**config.mk**
```make
export PLATFORM = sky130hd
export DESIGN_NAME = train_sequencer
export DESIGN_NICKNAME = d
export VERILOG_FILES = /design/src/rtl/train_sequencer.sv
export SDC_FILE = /design/constraint.sdc
export NUM_CORES = 1
export LEC_CHECK = 0
export CORE_MARGIN = 5
export CORE_UTILIZATION = 47
export CTS_BUF_LIST = sky130_fd_sc_hd__clkbuf_16
export DETAILED_ROUTE_END_ITERATION = 10
export PLACE_DENSITY = 0.78
export SLEW_MARGIN = 15
export SYNTH_ARGS = -nofsm -noshare
export SYNTH_HDL_FRONTEND = slang
export SYNTH_SLANG_ARGS = --single-unit
```
**constraint.sdc**
```tcl
create_clock -name iCLK -period 2.1 [get_ports iCLK]
set_input_delay 0.42 -clock iCLK [delete_from_list [all_inputs] [get_ports iCLK]]
set_output_delay 0.42 -clock iCLK [all_outputs]
set_load 0.01 [all_outputs]
```
**src/rtl/train_sequencer.sv**
```systemverilog
// train_sequencer: drives a layer pipeline through NE training epochs of NS
// samples each, followed by one inference (test) pass over the same samples.
// Sample indices are issued over a valid/ready channel with at most MAXOUT
// samples in flight; each sample returns one completion token.
// Optional feature: define TRAIN_SEQUENCER_ACCURACY_EN to count hit flags
// returned during the test pass on oCorrect (otherwise oCorrect is 0).
module train_sequencer #(
  parameter int NS     = 16,
  parameter int NE     = 4,
  parameter int MAXOUT = 4
) (
  input  logic                 iCLK,
  input  logic                 iRST,
  input  logic                 iStart,
  output logic                 oMode,
  output logic                 oValid_BM_Index,
  input  logic                 iReady_BM_Index,
  output logic [$clog2(NS):0]  oData_BM_Index,
  input  logic                 iValid_AS_Done,
  output logic                 oReady_AS_Done,
  input  logic                 iData_AS_Done,
  output logic                 oBusy,
  output logic                 oDone,
  output logic                 oErr,
  output logic [$clog2(NE):0]  oEpoch,
  output logic [$clog2(NS):0]  oCorrect
);

  localparam int IW = $clog2(NS) + 1;
  localparam int EW = $clog2(NE) + 1;
  localparam int OW = $clog2(MAXOUT) + 1;

  localparam logic [IW-1:0] NS_L   = IW'(NS);
  localparam logic [IW-1:0] LAST_L = IW'(NS - 1);
  localparam logic [EW-1:0] NE_L   = EW'(NE);
  localparam logic [OW-1:0] MAX_L  = OW'(MAXOUT);

  typedef enum logic [2:0] {
    IDLE,
    TRAIN,
    DRAIN_T,
    TEST,
    DRAIN_E,
    DONE
  } state_t;

  state_t        state, stateNext;
  logic [IW-1:0] issued;
  logic [OW-1:0] outstanding;
  logic [EW-1:0] epochNext;
  logic          canIssue;
  logic          fire;
  logic          doneAccept;
  logic          spurious;
  logic          startRun;
  logic          clrIssue;
  logic          epochInc;

  assign canIssue       = (issued < NS_L) && (outstanding < MAX_L);
  assign fire           = oValid_BM_Index && iReady_BM_Index;
  assign doneAccept     = iValid_AS_Done && (outstanding != '0);
  assign spurious       = iValid_AS_Done && (outstanding == '0);
  assign epochNext      = oEpoch + EW'(1);
  assign oData_BM_Index = issued;
  assign oReady_AS_Done = 1'b1;

  // State register.
  always_ff @(posedge iCLK) begin
    if (iRST) state <= IDLE;
    else      state <= stateNext;
  end

  // Next-state decode and state-derived outputs/controls.
  always_comb begin
    stateNext       = state;
    oValid_BM_Index = 1'b0;
    oMode           = 1'b0;
    oBusy           = 1'b0;
    oDone           = 1'b0;
    startRun        = 1'b0;
    clrIssue        = 1'b0;
    epochInc        = 1'b0;
    case (state)
      IDLE, DONE: begin
        oDone = (state == DONE);
        if (iStart) begin
          startRun  = 1'b1;
          stateNext = TRAIN;
        end
      end
      TRAIN: begin
        oMode           = 1'b1;
        oBusy           = 1'b1;
        oValid_BM_Index = canIssue;
        if (canIssue && iReady_BM_Index && (issued == LAST_L)) stateNext = DRAIN_T;
      end
      DRAIN_T: begin
        oMode = 1'b1;
        oBusy = 1'b1;
        // Mode may only flip once every training sample has come back.
        if (outstanding == '0) begin
          epochInc  = 1'b1;
          clrIssue  = 1'b1;
          stateNext = (epochNext == NE_L) ? TEST : TRAIN;
        end
      end
      TEST: begin
        oBusy           = 1'b1;
        oValid_BM_Index = canIssue;
        if (canIssue && iReady_BM_Index && (issued == LAST_L)) stateNext = DRAIN_E;
      end
      DRAIN_E: begin
        oBusy = 1'b1;
        if (outstanding == '0) stateNext = DONE;
      end
      default: stateNext = IDLE;
    endcase
  end

  // Issue/outstanding counters, epoch counter and sticky error flag.
  always_ff @(posedge iCLK) begin
    if (iRST) begin
      issued      <= '0;
      outstanding <= '0;
      oEpoch      <= '0;
      oErr        <= 1'b0;
    end else if (startRun) begin
      issued      <= '0;
      outstanding <= '0;
      oEpoch      <= '0;
      oErr        <= 1'b0;
    end else begin
      if (clrIssue)  issued <= '0;
      else if (fire) issued <= issued + IW'(1);
      case ({fire, doneAccept})
        2'b10:   outstanding <= outstanding + OW'(1);
        2'b01:   outstanding <= outstanding - OW'(1);
        default: outstanding <= outstanding;
      endcase
      if (epochInc) oEpoch <= epochNext;
      if (spurious) oErr   <= 1'b1;
    end
  end

`ifdef TRAIN_SEQUENCER_ACCURACY_EN
  logic countHit;
  assign countHit = doneAccept && iData_AS_Done && ((state == TEST) || (state == DRAIN_E))
                    && (oCorrect < NS_L);

  // Saturating count of hits returned during the test pass.
  always_ff @(posedge iCLK) begin
    if (iRST || startRun) oCorrect <= '0;
    else if (countHit)    oCorrect <= oCorrect + IW'(1);
  end
`else
  logic unusedHitData;
  assign unusedHitData = iData_AS_Done;
  assign oCorrect      = '0;
`endif

endmodule

```
# Word-level counts from Yosys, hierarchy flattened
# Index checks and enable logic that the tools add are counted.
# Widths: inputs -> output; s select.
# word_totals
ff_bits	15
latchBits	0
mem_bits_rw	0
rom_bits	0
in_bits	6
out_inout_bits	19
wordCells	58
n_memories	0
# op_classes
n_addsub	4
mul	0
div	0
order_cmp	2
eq_ne	14
shift	0
mux	16
bitwise_logic	0
n_reduce_logical	17
# ops
op	count
$mux 3	5
$pmux 3 s5	1
$ne 2x2->1 const B	5
$eq 3x3->1 const B	3
$mux 1	8
$reduce_or 2->1	4
$add 3x1->3 const B	2
$eq 3x2->1 const B	2
$logic_and 1x1->1	6
$logic_not 3->1	2
$pmux 3 s2	1
$add 5x1->5 const B	1
$eq 5x4->1 const B	1
$lt 5x5->1 const B	1
$reduce_and 5->1	1
$reduce_or 4->1	1
$eq 3x1->1 const B	1
$lt 3x3->1 const B	1
$reduce_bool 3->1	1
$reduce_or 3->1	1
$sub 3x1->3 const B	1
$eq 2x1->1 const B	1
$eq 2x2->1 const B	1
$mux 2	1
$reduce_bool 2->1	1

# Depth between registers and ports, before layout
# logic_depth
ltp_word	6
mapped_depth	9
depth_no_buf	8

# Worst setup path before layout
# OpenSTA, ideal clock, no wires.
# synth_path
kind	reg2reg
from	reg state[2]
to	reg outstanding[2]
setup_ns	0.070
t_arrival_ns	1.925
t_required_ns	2.030
path_slack_ns	0.105
path_stages_with_launch	10
path_buffers	1
synth_period_minus_slack_ns	1.995
path_cell_list	dfxtp_1 buf_6 nor4b_4 nand2_1 ha_1 inv_1 fa_1 xor2_1 or3_1 a21oi_1
# synth_via
elab_chain_len	6
word_cells_on_any_way	14
cone_classes	eq/ne (5); mux (3); reduce/logical (6)
# synth_rtl
item	line	rtl
start, declared	47	state_t state, stateNext;
start signal, assigned	70	else state <= stateNext;
$eq 3x2->1 or $eq 3x1->1 (tied branches)	83	case (state)
$reduce_or 2->1 (no source line) (*)	--	
$mux 1 (*)	83	
net oValid_BM_Index	16	output logic oValid_BM_Index,
$logic_and 1x1->1 (*)	60	assign fire = oValid_BM_Index && iReady_BM_Index;
$eq 2x1->1 or $eq 2x2->1 (tied branches)	135	case ({fire, doneAccept})
$pmux 3 s2 or $reduce_bool 2->1 (tied branches)	--	
end signal, assigned	136	2'b10: outstanding <= outstanding + OW'(1);
end signal, assigned	137	2'b01: outstanding <= outstanding - OW'(1);
end signal, assigned	138	default: outstanding <= outstanding;
end, declared	49	logic [OW-1:0] outstanding;
# Mark *: on every way through the listed nets, which the timed path passes. The rest lies on a longest branch.
# A chain may end at the register's enable or synchronous reset.

# Worst setup path after layout
# layout_path
from	in iValid_AS_Done
to	reg outstanding[2]
# layout_via
elab_chain_len	3
word_cells_on_any_way	5
cone_classes	eq/ne (2); mux (1); reduce/logical (2)
# layout_rtl
item	line	rtl
start, declared	19	input logic iValid_AS_Done,
$logic_and 1x1->1 (*)	61	assign doneAccept = iValid_AS_Done && (outstanding != '0);
$eq 2x1->1 or $eq 2x2->1 (tied branches)	135	
$pmux 3 s2 or $reduce_bool 2->1 (tied branches)	--	
# Every way passes the cells marked *; elsewhere a longest branch is shown, timed or not.

==> summary.md <==
| Metric | Value |
|---|---|
| Register area share after synthesis | `31.9%` |
| Worst EP required | `2280 ps` |
| Max Cap Violations | `0` |
| Unrepaired setup endpoints after global routing | `false` |
| Fmax | `0.496 GHz` |
| Crit path to | `outstanding[2]$_SDFFE_PP0P_` |
| Sw Ratio | `26.1%` |
| Top post-synthesis cells by area | `dfxtp_1 32%, ha_1 6.6%, xor2_1 6.5%, buf_4 5.6%, a21oi_1 4.8%` |
| Worst-skew pair later-pin latency | `240 ps` |
| Combinational share of power | `23.0%` |
| Antenna violations before repair | `0` |
| Root Driver | `clkbuf_16` |
| Int Power | `0.662 mW` |
| Max Slew Vio Count | `0` |
| Fin crit share | `96.0%` |
| DR DRC count | `0` |
| Core ar. | `1940 um^2` |
| Chip width | `54.7 um` |
| Most common cell in the netlist | `dfxtp_1` |
| Primary FF master, synth | `dfxtp_1` |
| Top cells by count, synth | `15 x dfxtp_1, 12 x nor2_1, 9 x a21oi_1` |
| Placement Cell Area | `1130 um^2` |
| Reg2reg start | `outstanding[0]$_SDFFE_PP0P_` |
| Initial core utilization | `48.5%` |
| Area grow syn2layout | `29.9%` |
| ANT cells | `0` |
| Die Y | `54.7 um` |
| Fin crit period | `2020 ps` |
| Final setup viols | `0` |
| Synth warn | `0` |
| Worst VDD drop | `0.634 mV` |
| Final hold slack | `471 ps` |
| FP Rows | `16` |
| Fraction of layout instances using a drive strength above 1 | `15.6%` |
| CP Launch Point | `iValid_AS_Done` |
| Total global routing overflow | `0` |
| Antenna Nets Post-Route | `0` |
| WL final | `1780 um` |
| Flop pwr share | `36.6%` |
| WL per Instance | `11.5 um` |
| PortBufs | `17` |
| CTS hold repair buffers | `0` |
| GPL Wtd Cong | `0.781` |
| FF-to-FF setup slack | `190 ps` |
| Reg2reg path depth | `8` |
| Largest net degree at the start of global routing | `12` |
| Post-synth top area share | `31.9%` |
| Clock tree buffer depth | `2` |
| Average cell area after synthesis | `8.88 um^2` |
| Status | `finished, final reports clean` |
| Drt pass-1 iters | `4` |
| Leak | `0.498 nW` |
| Total CTS buffers | `3` |
| Pwr Density | `732 nW/um^2` |
| Clock Sinks | `15` |
| Clock-pin slew on the worst setup and hold paths | `50 ps` |
| Nets | `141` |
| Pwr Total | `0.895 mW` |
| Net load switching power | `0.233 mW` |
| Vias in the first global route | `743` |
| Async SR Flop Fraction | `0%` |
| Setup Skew | `1.98 ps` |
| Setup TNS | `0 ps` |
| Via count | `765` |
| Post-DP HPWL | `1420 um` |
| H-tree levels | `1` |
| 1st-iter DRT viols | `10` |
| Worst Path Max Fanout | `2` |
| Full die area | `3000 um^2` |
| Fin area | `1220 um^2` |
| Synth cell types | `34` |
| Crit path arrival time | `2190 ps` |
| Avg Vias per Cell | `4.94` |
| Synth Instances | `106` |
| Global-route wire length before repair | `3070 um` |
| CTS tree | `yes` |
| Critical path endpoint category | `flop` |
| Worst hold path type | `reg2reg` |
| Worst R2R End | `outstanding[2]$_SDFFE_PP0P_` |
| Total GRT Usage | `14.4%` |
| Clock power frac | `40.4%` |
| Post-CTS Setup Repair Bufs | `0` |
| Critical Path Start Type | `input port` |
| I/O pins | `25` |
| Type of the worst setup path | `in2reg` |
| Post-synth EDFFs | `0` |
| Yosys top cell by area | `dfxtp_1` |
| Fill cell count | `172` |
| Seq cells post-synth | `15` |
| Post-Syn Area | `941 um^2` |
| Final Hold Viols | `0` |
==> timing repair <==
action | CTS | global route
pin swaps | 0 | 1
endpoints found under the setup margin | 2 | 3
gates resized for setup | 3 | 4
==> per-layer routing <==
| metal | wire [um] | GRT usage, % |
|---|---|---|
| met5 | 0 | 0 |
| met4 | 31 | 8.71 |
| met3 | 73 | 3.54 |
| met2 | 881 | 23.4 |
| met1 | 788 | 16.8 |
==> worst min-delay path by stage <==
| stage | endpoint | from | slack (ps) | cells after the start |
|---|---|---|---|---|
| 6_report | oErr$_SDFFE_PP0P_ | oErr$_SDFFE_PP0P_ | 470 | 2 |
| 2_1_floorplan | state[2]$_SDFFE_PP0P_ | iRST | 490 | 1 |
| 3_5_place_dp | oErr$_SDFFE_PP0P_ | oErr$_SDFFE_PP0P_ | 470 | 2 |
| 4_1_cts | oErr$_SDFFE_PP0P_ | oErr$_SDFFE_PP0P_ | 480 | 2 |
| 3_3_place_gp | oErr$_SDFFE_PP0P_ | oErr$_SDFFE_PP0P_ | 460 | 2 |
| 5_1_grt | oData_BM_Index[1]$_SDFFE_PP0P_ | oData_BM_Index[1]$_SDFFE_PP0P_ | 520 | 2 |
==> stage by stage <==
stage,cells,worst slack (ps),util [%]
CTS,155,15.0,62.4
global placement,151,-129,58.2
detailed placement,151,-171,58.2
finish,155,84.3,63.0
global route,155,10.3,63.0
floorplan,110,105,-
==> critical path, cell delays in order <==
cell and delay, ps:
clkdlybuf4s50_1 470, and2b_1 130, ha_1 160, inv_1 60
fa_1 370, xor2_1 160, or3_1 320, a21oi_2 110
==> registers in the layout (all words and copies together), names as in the netlist <==
name	count
oData_BM_Index	5
oEpoch	3
oErr	1
outstanding	3
state	3
==> cells by family (layout without fill, tap and decap cells) <==
family	count (synthesis)	in the layout	synth area share (%)
adder cells (fa/ha/maj)	6	6	8.78
other	2	6	0.798
XOR/XNOR	10	10	9.31
buffers and inverters	15	33	10.4
flip-flops	15	15	31.9
AND/OR/NAND/NOR	40	40	25.9
AO/OA/AOI/OAI	18	18	12.9
==> final cells by class <==
type	instances	area, um^2	share of cell area [%]
clock buffers	3	75.1	6.14
clock inverters	1	3.75	0.307
inverters	6	22.5	1.84
multi-input cells	80	562	46.0
flip-flops and latches	15	308	25.2
well taps	27	33.8	2.76
repair buffers	23	218	17.8
==> power by group through the flow <==
stage,combinational [mW],clock (mW),sequential [mW]
floorplan,0.149,0,0.320
global placement,0.202,0,0.330
detailed placement,0.207,0,0.331
CTS,0.208,0.374,0.327
global route,0.227,0.395,0.333
finish,0.206,0.362,0.327
==> cell usage in the layout, fill, tap and decap left out, drive strengths merged <==
cell type / Yosys / routed
clkdlybuf4s50: 0 / 16
and3: 3 / 3
or3b: 1 / 1
ha: 5 / 5
a31o: 1 / 1
dfxtp: 15 / 15
o21ai: 2 / 2
xnor2: 3 / 3
or2: 1 / 1
o221a: 1 / 1
a211o: 1 / 1
inv: 6 / 7
conb: 2 / 6
fa: 1 / 1
or3: 1 / 1
o211ai: 1 / 1
a31oi: 1 / 1
or2b: 1 / 1
nor4b: 1 / 1
a21boi: 1 / 1
o41ai: 1 / 1
nor3: 2 / 2
a21oi: 9 / 9
buf: 9 / 6
nand3: 5 / 5
dlymetal6s2s: 0 / 1
and3b: 1 / 1
or4: 1 / 1
and2b: 1 / 1
nor3b: 2 / 2
nand2: 5 / 5
clkbuf: 0 / 3
nand2b: 3 / 3
xor2: 7 / 7
nor2: 12 / 12
No activity file was read; power rests on OpenSTA's default activity.
